<file path="src/rtl/mem_access_arbiter_if.sv">
// Requester and RAM pin bundle for mem_access_arbiter.
// slave = arbiter side; master = requesters plus the RAM that answers mem_rdata.
interface mem_access_arbiter_if #(
   parameter int ADDR_W = 4,
   parameter int DATA_W = 8
);
   logic              req0;
   logic              we0;
   logic [ADDR_W-1:0] addr0;
   logic [DATA_W-1:0] wdata0;
   logic              req1;
   logic              we1;
   logic [ADDR_W-1:0] addr1;
   logic [DATA_W-1:0] wdata1;
   logic              gnt0;
   logic              gnt1;
   logic              done0;
   logic              done1;
   logic [DATA_W-1:0] rdata;
   logic              mem_en;
   logic              mem_we;
   logic [ADDR_W-1:0] mem_addr;
   logic [DATA_W-1:0] mem_wdata;
   logic [DATA_W-1:0] mem_rdata;

   modport slave (
      input  req0, we0, addr0, wdata0,
      input  req1, we1, addr1, wdata1,
      input  mem_rdata,
      output gnt0, gnt1, done0, done1, rdata,
      output mem_en, mem_we, mem_addr, mem_wdata
   );

   modport master (
      output req0, we0, addr0, wdata0,
      output req1, we1, addr1, wdata1,
      output mem_rdata,
      input  gnt0, gnt1, done0, done1, rdata,
      input  mem_en, mem_we, mem_addr, mem_wdata
   );
endinterface

</file>
<file path="src/rtl/mem_access_arbiter.sv">
// Two-requester round-robin arbiter/sequencer for a single-port RAM with 1-cycle read latency.
// Outputs decode only from registered state, so requester inputs never glitch the RAM pins.
module mem_access_arbiter #(
   parameter int ADDR_W = 4,
   parameter int DATA_W = 8
) (
   input  logic                   clk,
   input  logic                   rst,
   mem_access_arbiter_if.slave    bus
);

   typedef enum logic [1:0] {
      IDLE    = 2'b00,
      ACCESS  = 2'b01,
      RD_WAIT = 2'b10,
      DONE    = 2'b11
   } state_t;

   state_t            state_reg;
   state_t            state_next;
   logic              sel_reg;
   logic              we_reg;
   logic [ADDR_W-1:0] addr_reg;
   logic [DATA_W-1:0] wdata_reg;
   logic              last_grant_reg;
   logic [DATA_W-1:0] rdata_reg;

   logic              any_req;
   logic              pick;

   // On a tie the requester that did not win last time is chosen.
   assign any_req = bus.req0 | bus.req1;
   assign pick    = (bus.req0 && bus.req1) ? ~last_grant_reg : bus.req1;

   always_ff @(posedge clk or negedge rst) begin
      if (!rst) begin
         state_reg <= IDLE;
      end else begin
         state_reg <= state_next;
      end
   end

   always_comb begin
      state_next = state_reg;
      case (state_reg)
         IDLE:    if (any_req) state_next = ACCESS;
         ACCESS:  state_next = we_reg ? DONE : RD_WAIT;
         RD_WAIT: state_next = DONE;
         DONE:    state_next = IDLE;
         default: state_next = IDLE;
      endcase
   end

   always_ff @(posedge clk or negedge rst) begin
      if (!rst) begin
         sel_reg        <= 1'b0;
         we_reg         <= 1'b0;
         addr_reg       <= '0;
         wdata_reg      <= '0;
         last_grant_reg <= 1'b1;
         rdata_reg      <= '0;
      end else begin
         if (state_reg == IDLE && any_req) begin
            sel_reg        <= pick;
            we_reg         <= pick ? bus.we1    : bus.we0;
            addr_reg       <= pick ? bus.addr1  : bus.addr0;
            wdata_reg      <= pick ? bus.wdata1 : bus.wdata0;
            last_grant_reg <= pick;
         end
         // The RAM presents read data during the cycle after the access.
         if (state_reg == RD_WAIT) begin
            rdata_reg <= bus.mem_rdata;
         end
      end
   end

   logic busy;
   assign busy = (state_reg != IDLE);

   assign bus.gnt0      = busy && !sel_reg;
   assign bus.gnt1      = busy &&  sel_reg;
   assign bus.done0     = (state_reg == DONE) && !sel_reg;
   assign bus.done1     = (state_reg == DONE) &&  sel_reg;
   assign bus.rdata     = rdata_reg;
   assign bus.mem_en    = (state_reg == ACCESS);
   assign bus.mem_we    = (state_reg == ACCESS) && we_reg;
   assign bus.mem_addr  = (state_reg == ACCESS) ? addr_reg  : '0;
   assign bus.mem_wdata = (state_reg == ACCESS) ? wdata_reg : '0;

endmodule

</file>
<file path="src/flat_wrapper.sv">
// flat-port wrapper written by rule: the top's interface ports become plain ports
module mem_access_arbiter_flat 
#(
   parameter int ADDR_W = 4,
   parameter int DATA_W = 8
)
  (clk, rst, bus_req0, bus_we0, bus_addr0, bus_wdata0, bus_req1, bus_we1, bus_addr1, bus_wdata1, bus_mem_rdata, bus_gnt0, bus_gnt1, bus_done0, bus_done1, bus_rdata, bus_mem_en, bus_mem_we, bus_mem_addr, bus_mem_wdata);
  mem_access_arbiter_if #(.ADDR_W(ADDR_W), .DATA_W(DATA_W)) bus_i ();
  input  logic clk;
  input  logic rst;
  input wire logic [$bits(bus_i.req0)-1:0] bus_req0;
  input wire logic [$bits(bus_i.we0)-1:0] bus_we0;
  input wire logic [$bits(bus_i.addr0)-1:0] bus_addr0;
  input wire logic [$bits(bus_i.wdata0)-1:0] bus_wdata0;
  input wire logic [$bits(bus_i.req1)-1:0] bus_req1;
  input wire logic [$bits(bus_i.we1)-1:0] bus_we1;
  input wire logic [$bits(bus_i.addr1)-1:0] bus_addr1;
  input wire logic [$bits(bus_i.wdata1)-1:0] bus_wdata1;
  input wire logic [$bits(bus_i.mem_rdata)-1:0] bus_mem_rdata;
  output wire logic [$bits(bus_i.gnt0)-1:0] bus_gnt0;
  output wire logic [$bits(bus_i.gnt1)-1:0] bus_gnt1;
  output wire logic [$bits(bus_i.done0)-1:0] bus_done0;
  output wire logic [$bits(bus_i.done1)-1:0] bus_done1;
  output wire logic [$bits(bus_i.rdata)-1:0] bus_rdata;
  output wire logic [$bits(bus_i.mem_en)-1:0] bus_mem_en;
  output wire logic [$bits(bus_i.mem_we)-1:0] bus_mem_we;
  output wire logic [$bits(bus_i.mem_addr)-1:0] bus_mem_addr;
  output wire logic [$bits(bus_i.mem_wdata)-1:0] bus_mem_wdata;
  assign bus_i.req0 = bus_req0;
  assign bus_i.we0 = bus_we0;
  assign bus_i.addr0 = bus_addr0;
  assign bus_i.wdata0 = bus_wdata0;
  assign bus_i.req1 = bus_req1;
  assign bus_i.we1 = bus_we1;
  assign bus_i.addr1 = bus_addr1;
  assign bus_i.wdata1 = bus_wdata1;
  assign bus_i.mem_rdata = bus_mem_rdata;
  assign bus_gnt0 = bus_i.gnt0;
  assign bus_gnt1 = bus_i.gnt1;
  assign bus_done0 = bus_i.done0;
  assign bus_done1 = bus_i.done1;
  assign bus_rdata = bus_i.rdata;
  assign bus_mem_en = bus_i.mem_en;
  assign bus_mem_we = bus_i.mem_we;
  assign bus_mem_addr = bus_i.mem_addr;
  assign bus_mem_wdata = bus_i.mem_wdata;
  mem_access_arbiter #(.ADDR_W(ADDR_W), .DATA_W(DATA_W)) u_core (.clk(clk), .rst(rst), .bus(bus_i));
endmodule
</file>
<file path="config.mk">
export PLATFORM = sky130hd
export DESIGN_NAME = mem_access_arbiter_flat
export DESIGN_NICKNAME = d
export VERILOG_FILES = /design/src/rtl/mem_access_arbiter_if.sv /design/src/rtl/mem_access_arbiter.sv /design/src/flat_wrapper.sv
export SDC_FILE = /design/constraint.sdc
export NUM_CORES = 1
export LEC_CHECK = 0
export CORE_MARGIN = 1.5
export CORE_UTILIZATION = 42
export DETAILED_ROUTE_END_ITERATION = 10
export PLACE_DENSITY = 0.95
export SYNTH_ARGS = -nofsm -noshare
export SYNTH_HDL_FRONTEND = slang
export SYNTH_SLANG_ARGS = --single-unit
</file>
<file path="constraint.sdc">
create_clock -name clk -period 2.9 [get_ports clk]
set_clock_uncertainty 0.1 [all_clocks]
set_input_delay 0.58 -clock clk [delete_from_list [all_inputs] [get_ports clk]]
set_output_delay 0.58 -clock clk [all_outputs]
set_load 0.01 [all_outputs]
</file>
==> results of run 1 <==
==> kinds of logic after synthesis <==
family / after synthesis / synth area share
AND/OR/NAND/NOR: 59 / 0.2083
AO/OA/AOI/OAI: 23 / 0.1214
multiplexers: 8 / 0.07108
flip-flops: 25 / 0.4946
adder cells (fa/ha/maj): 4 / 0.03949
buffers and inverters: 11 / 0.06514
==> worst max-delay path by stage <==
stage | end | from | slack (ps)
floorplan | bus_mem_addr[0] | u_core.state_reg[1] | 1120
global placement | bus_mem_we | u_core.state_reg[1] | 640
detailed placement | bus_mem_addr[2] | u_core.state_reg[1] | 560
CTS | bus_mem_addr[2] | u_core.state_reg[1] | 180
global route | bus_mem_we | u_core.state_reg[1] | 90
finish | bus_mem_wdata[2] | u_core.state_reg[1] | 190
==> Yosys cell counts, drive strengths merged <==
cell | instances | area, sq um
a21bo | 1 | 10.01
a21boi | 1 | 18.77
a21oi | 1 | 5.000
a31oi | 14 | 87.58
and2 | 14 | 87.58
buf | 6 | 53.79
clkbuf | 2 | 17.51
dfrtp | 24 | 600.6
dfstp | 1 | 26.28
ha | 4 | 50.05
inv | 3 | 11.26
mux2 | 8 | 90.09
nand2 | 28 | 105.1
nor2 | 15 | 56.30
nor2b | 1 | 6.260
o21a | 1 | 7.510
o21ai | 5 | 25.02
or3b | 1 | 8.760
==> through the flow <==
step | util | hold slack [ps] | total power, mW
2_1_floorplan | - | 184.4 | 1.207
3_3_place_gp | 0.6704 | 387.7 | 1.598
3_5_place_dp | 0.6704 | 395.1 | 1.645
4_1_cts | 0.6798 | 424.6 | 1.798
5_1_grt | 0.6798 | 453.2 | 1.918
6_report | 0.6798 | 422.0 | 1.787
==> per-layer routing <==
metal	vias to the layer above	wire length (um)
li1	549	-
met1	524	1178
met2	47	1483
met4	0	53
met3	5	250
met5	-	0
==> cell usage in the layout (no fill, tap or decap) <==
cell type / netlist / final
and2_1: 14 / 14
nor2b_1: 1 / 1
clkbuf_4: 0 / 3
or3b_1: 1 / 1
mux2_2: 8 / 8
a21oi_1: 1 / 1
clkdlybuf4s50_1: 0 / 63
dfrtp_1: 24 / 24
a31oi_1: 14 / 14
a21bo_2: 1 / 1
buf_4: 3 / 2
o21ai_0: 5 / 5
dfstp_2: 1 / 1
clkbuf_1: 1 / 1
a21boi_4: 1 / 1
ha_1: 4 / 4
o21a_1: 1 / 1
nand2_1: 28 / 28
inv_1: 3 / 3
nor2_1: 15 / 15
==> cell type report <==
| class | instances | share of cell area |
|---|---|---|
| tap | 31 | 0.02034 |
| multi-input combinational | 94 | 0.2927 |
| clock buffer | 4 | 0.01378 |
| sequential | 25 | 0.3287 |
| inverter | 3 | 0.005906 |
| timing repair buffer | 65 | 0.3386 |
==> power breakdown <==
group          internal (mW)  switching, mW  leakage, nW
registers              0.534          0.102        0.285
logic                  0.561          0.431        0.499
clock network         0.0542          0.106       0.0150
total                   1.15          0.638        0.799
==> flow_summary.toml, run 1 <==
[yosys]
synthDistinctLibCells = 22
ys_warn_count = 0
synthCells = 130
ys_seq_elements = 25
synth_area_sq_um = 1267
synth_fp_nets = 172
ys_seq_area_frac = 0.4946
avgSynthCellArea_sq_um = 9.750

[clocking]
clockRootBuffer = "clkbuf_4"
numCtsBuffers = 3
clk_pin_slew_ps = 130
cts_setup_buffers = 0
clk_latency_ps = 340
cts_tree = "built"
cts_hold_buf = 0
clock_path_buffers = 2
cts.sinks = 25
cts_resized = 0
htree_levels = 1

[worst_setup_path]
path_class = "flip-flop to output pin"
cp-start-kind = "flip-flop"
slowest_stage = "clkdlybuf4s50_1"
r2r_slack_ps = 900
path_max_fanout = 14
crit_path_max_incr_delay_ps = 550
end_kind = "output pin"
r2r_cells = 6
reg2reg_from = "u_core.state_reg[1]"
path_cells = "inv_1 -> ha_1 -> and2_1 -> clkdlybuf4s50_1"
crit_buf_inv = 2
arrival_ps = 2030
crit_required_ps = 2220
rr_endpoint = "u_core.wdata_reg[0]"
cp.depth = 4
cp_top_family = "buffers and inverters"

[global_route]
globalRouteOverflowTotal = 0
grtUsageMet3 = 0.04688
met1_usage = 0.1986
antenna_found_initial = 0
grt_pass1_vias = 1096
met2_usage = 0.3344
grt_pass1_wl_um = 4588
grt-busiest-layer = "met2"
grtUsageTotal = 0.1842
grt_max_degree = 26

[final_layout]
regArea_sq_um = 626.9
nets = 234
final_area_sq_um = 1907
multiInputGateArea_sq_um = 558.0
num_antenna_cells = 0
n_fill_cell = 208
final_cells = 222
area_growth_pct = 50.44
drive_above_1_share = 0.08377

[min_path]
min_path_cells = 1
hp-start = "u_core.bus.rdata[0]"
min_to = "u_core.bus.rdata[0]"
hp-class = "flip-flop to flip-flop"

[run_status]
violations = "design-rule violations"
run_status = "finished with violations"

[timing]
relSlewSlack = 0.7112
setup_ws_ps = 188.4
timing.setup.tns_ps = 0
setup_viol = 0
period_minus_slack_ps = 2712
finalMaxSlewViolations = 0
rsz0062_at_grt = "no"
worst_pin_slew_ps = 433.3
finalHoldViolCount = 0
finalCritPeriodShare = 0.9351
fmax_mhz = 368.8

[placement]
io_buffers = 63
place_area_sq_um = 1881
dp_hpwl_um = 2326
dpl_worst_slack_ps = 564.4
gp_congestion = 0.6918
dpl.cell_count = 218

[floorplanning]
dieArea_sq_um = 3356
die_h_um = 57.94
start_util = 0.4518
die_w_um = 57.94
io_pins = 64
rows = 19
core-area_sq_um = 2805

[power]
ir_worst_vdd_mv = 0.3566
p_per_area_nw_per_um2 = 937.1
leakage_nw = 0.7991

[drt]
vias = 1125
drtIter0Drc = 41
detail_route.vias_per_cell = 5.068
wl_per_cell_um = 13.36
drtPass1Iterations = 10
drc = 6
wirelength_um = 2965
ant_nets = 0

[job]
drv_cap = 0
(Power assumes the default switching activity.)
==> run 2, diff against run 1 <==
- CORE_UTILIZATION: 42 -> 44
- CTS_BUF_LIST: default -> sky130_fd_sc_hd__clkbuf_2
==> run 2 against run 1 <==
The run now ends clean; sequential power hardly changed; sequential share of layout area is 0.065 points higher; wire length increased by 6.7%; flip-flop and latch count is the same; clock-buffer cell count down 1; final area fell by 0.20%; first-iteration DRC count fell by 37%; final cell count unchanged; setup slack gained 72 ps; core utilization up 1.6 points; register-to-register slack worse by 60 ps; largest cell class unchanged.
==> flow_summary.toml, run 2 (same netlist as run 1, synthesis figures left out) <==
[timing]
finalHoldViolCount = 0
finalMaxSlewViolations = 0
fmax_mhz = 378.9
finalCritPeriodShare = 0.9102
worst_pin_slew_ps = 478.7
rsz0062_at_grt = "no"
relSlewSlack = 0.6809
setup_viol = 0
timing.setup.tns_ps = 0
period_minus_slack_ps = 2639

[final_layout]
num_antenna_cells = 0
layout_commonest_cell = "clkdlybuf4s50_1"
mostFrequentLayoutCells = "63 x clkdlybuf4s50_1, 28 x nand2_1, 24 x dfrtp_1"
area_growth_pct = 50.15
n_fill_cell = 225
drive_above_1_share = 0.09424
final_area_sq_um = 1903
nets = 234
final_util = 0.6961

[global_route]
grt_pass1_wl_um = 5154
globalRouteOverflowTotal = 0
grt_pass1_vias = 1086
antenna_found_initial = 0
grt_max_degree = 26
grtUsageTotal = 0.2123

[drt]
drtPass1Iterations = 4
vias = 1138
detail_route.vias_per_cell = 5.126
wl_per_cell_um = 14.26
wirelength_um = 3165
drtIter0Drc = 26
ant_nets = 0
drc = 0

[clocking]
htree_levels = 1
cts.sinks = 25
clockRootBuffer = "clkbuf_2"
cts_hold_buf = 0
clk_pin_slew_ps = 250
cts_tree = "built"
clk_latency_ps = 380
clock_path_buffers = 2
numCtsBuffers = 3

[worst_setup_path]
crit_path_end = "bus_mem_we"
arrival_ps = 1960
crit_required_ps = 2220
reg2reg_from = "u_core.state_reg[0]"
rr_endpoint = "u_core.addr_reg[0]"
slowest_stage = "clkdlybuf4s50_1"
r2r_cells = 6
cp-start-kind = "flip-flop"
r2r_slack_ps = 840
path_max_fanout = 14
end_kind = "output pin"
startpoint = "u_core.state_reg[1]"
path_cells = "inv_1 -> ha_2 -> and2_1 -> clkdlybuf4s50_1"
path_class = "flip-flop to output pin"
crit_path_max_incr_delay_ps = 530

[power]
ir_worst_vdd_mv = 0.6181
p_per_area_nw_per_um2 = 942.8
report.power.total_mw = 1.794
leakage_nw = 0.7989

[floorplanning]
start_util = 0.4636
io_pins = 64
rows = 19
dieArea_sq_um = 3211
core-area_sq_um = 2734
die_h_um = 56.67
die_w_um = 56.67

[job]
drv_cap = 0

[min_path]
hp-class = "primary input to asynchronous set/reset pin"

[run_status]
run_status = "finished clean"

[placement]
io_buffers = 63
dp_hpwl_um = 2445
gp_congestion = 0.7754
place_area_sq_um = 1881
==> run 2: per-stage QoR <==
stage	hold WS, ps	instances	setup WS [ps]
after floorplan	184.4	130	1117
after global placement	387.8	218	644.0
after global routing	442.0	222	103.0
after CTS	444.0	222	129.9
after detailed placement	394.9	218	594.5
final	413.4	222	260.5
==> run 2: final cells by class <==
type	instances	area [sq um]	area share
clock inverters	1	5.005	0.002630
flip-flops and latches	25	626.9	0.3294
inverters	3	11.26	0.005917
clock buffers	3	15.01	0.007890
well taps	31	38.79	0.02038
repair buffers	65	645.6	0.3392
multi-input cells	94	560.5	0.2945
==> run 2: timing repair <==
action,CTS,global route
setup endpoints to repair,0,11
resized for setup,0,1
buffers inserted,0,0
==> run 2: how the worst min path moves through the flow <==
stage / start / to / slack, ps / depth (start not counted)
after floorplan: rst / u_core.addr_reg[0] / 180 / 0
after global placement: u_core.bus.rdata[3] / u_core.bus.rdata[3] / 390 / 1
after detailed placement: u_core.bus.rdata[6] / u_core.bus.rdata[6] / 390 / 1
after CTS: rst / u_core.bus.rdata[7] / 440 / 2
after global routing: rst / u_core.bus.rdata[6] / 440 / 2
final: rst / u_core.bus.rdata[0] / 410 / 2
==> run 2: where the power goes <==
part	switching [mW]	internal [mW]
logic	0.450	0.563
clock network	0.113	0.0313
registers	0.105	0.532
total	0.668	1.13
==> run 2: worst max-delay path, delay by kind of cell (launching register included) <==
| kind | cells | cell delay, ps |
|---|---|---|
| buffers and inverters | 2 | 640 |
| flip-flops | 1 | 470 |
| adder cells (fa/ha/maj) | 1 | 310 |
| AND/OR/NAND/NOR | 1 | 180 |
==> run 2: routing by layer <==
metal | vias up | GRT usage | part of all wire
met4 | 0 | 0.08163 | 0.015
met5 | - | 0 | 0
li1 | 554 | - | -
met3 | 4 | 0.03456 | 0.068
met1 | 529 | 0.2545 | 0.39
met2 | 51 | 0.3771 | 0.53
==> run 3, diff against run 2 <==
- PLACE_DENSITY: 0.95 -> 0.87
==> run 3 against run 2 <==
First-iteration DRC count decreased by 58%; global-route usage decreased by 2.4 points; clock-buffer cell count increased by 1; final area unchanged; register-to-register slack improved by 330 ps; clock power decreased by 9%; via count decreased by 0.62%; highest routed layer unchanged; critical path depth unchanged; non-clock buffer count unchanged; combinational power about the same; sequential share of layout area unchanged; flip-flop and latch count unchanged; critical path type unchanged.
==> flow_summary.toml, run 3 (same netlist as run 1, synthesis figures left out) <==
[placement]
dp_hpwl_um = 2249
gp_congestion = 0.7569
io_buffers = 63
place_area_sq_um = 1881

[timing]
whs_ps = 437.5
finalMaxSlewViolations = 0
worst_pin_slew_ps = 422.3
relSlewSlack = 0.7178
finalCritPeriodShare = 0.9080
period_minus_slack_ps = 2633
setup_viol = 0
rsz0062_at_grt = "no"
finalHoldViolCount = 0
fmax_mhz = 379.8
timing.setup.tns_ps = 0

[final_layout]
layout_commonest_cell = "clkdlybuf4s50_1"
area_growth_pct = 50.15
final_area_sq_um = 1903
nets = 234
drive_above_1_share = 0.09424
num_antenna_cells = 0
final_util = 0.6961
mostFrequentLayoutCells = "63 x clkdlybuf4s50_1, 28 x nand2_1, 24 x dfrtp_1"

[min_path]
hp-start = "u_core.bus.rdata[2]"
min_path_cells = 1
min_to = "u_core.bus.rdata[2]"
hp-class = "flip-flop to flip-flop"

[drt]
ant_nets = 0
drtIter0Drc = 11
drc = 0
detail_route.vias_per_cell = 5.095
vias = 1131
drtPass1Iterations = 4
wl_per_cell_um = 13.01
wirelength_um = 2889

[power]
leakage_nw = 0.7991
ir_worst_vdd_mv = 0.6847
p_per_area_nw_per_um2 = 928.9

[global_route]
grt_pass1_wl_um = 4816
grt_max_degree = 27
globalRouteOverflowTotal = 0
grtUsageTotal = 0.1882
grt_pass1_vias = 1105
antenna_found_initial = 0

[worst_setup_path]
path_max_fanout = 14
crit_buf_inv = 2
arrival_ps = 1950
slowest_stage = "clkdlybuf4s50_1"
cp_top_family = "buffers and inverters"
path_cells = "inv_1 -> ha_2 -> and2_1 -> clkdlybuf4s50_1"
startpoint = "u_core.state_reg[1]"
end_kind = "output pin"
r2r_cells = 6
path_class = "flip-flop to output pin"
reg2reg_from = "u_core.state_reg[0]"
cp.depth = 4
rr_endpoint = "u_core.wdata_reg[1]"
r2r_slack_ps = 1170
crit_required_ps = 2220
cp-start-kind = "flip-flop"
crit_path_max_incr_delay_ps = 550

[clocking]
htree_levels = 1
numCtsBuffers = 3
clk_pin_slew_ps = 220
clockRootBuffer = "clkbuf_2"
cts_tree = "built"
cts.sinks = 25
cts_hold_buf = 0
clock_path_buffers = 2
clk_latency_ps = 330

[floorplanning]
dieArea_sq_um = 3211
core-area_sq_um = 2734
rows = 19
io_pins = 64
die_h_um = 56.67
start_util = 0.4636
die_w_um = 56.67

[run_status]
run_status = "finished clean"

[job]
drv_cap = 0
run 3: changes by cell type in the layout (fill, tap and decap cells not counted), sizes merged:
cell,delta
clkbuf,+1
clkinv,-1
run 3: worst max-delay path by stage:
stage	endpoint	slack (ps)
floorplan	bus_mem_addr[0]	1120
global placement	bus_mem_we	600
detailed placement	bus_mem_addr[3]	530
CTS	bus_mem_addr[3]	110
global route	bus_mem_addr[1]	130
finish	bus_mem_addr[3]	270
run 3: report_power, final:
part           switching [mW]  internal, mW
Sequential              0.106         0.533
Clock                  0.0945        0.0365
Combinational           0.435         0.563
Total                   0.636          1.13
run 3: per-layer routing:
layer  vias to the layer above  part of all wire  global-route usage
li1                        551                 -                   -
met1                       529              0.43              0.2179
met2                        49              0.48              0.3439
met3                         2             0.088             0.04378
met4                         0            0.0042             0.05102
met5                         -                 0                   0
run 3: repair_timing:
item / 4_1_cts / 5_1_grt
resized for setup: 0 / 1
endpoints found under the setup margin: 0 / 4
buffers inserted: 0 / 0
run 3: final cells by class:
class | count | area [sq um]
fill | 218 | 830.8
timing repair buffer | 65 | 645.6
sequential | 25 | 626.9
multi-input combinational | 94 | 560.5
tap | 31 | 38.79
clock buffer | 4 | 20.02
inverter | 3 | 11.26
run 3: metrics by stage:
stage | std cells | setup WS [ps] | power [mW]
2_1_floorplan | 130 | 1117 | 1.207
4_1_cts | 222 | 110.4 | 1.783
6_report | 222 | 266.9 | 1.768
5_1_grt | 222 | 131.5 | 1.903
3_5_place_dp | 218 | 532.1 | 1.652
3_3_place_gp | 218 | 599.6 | 1.609
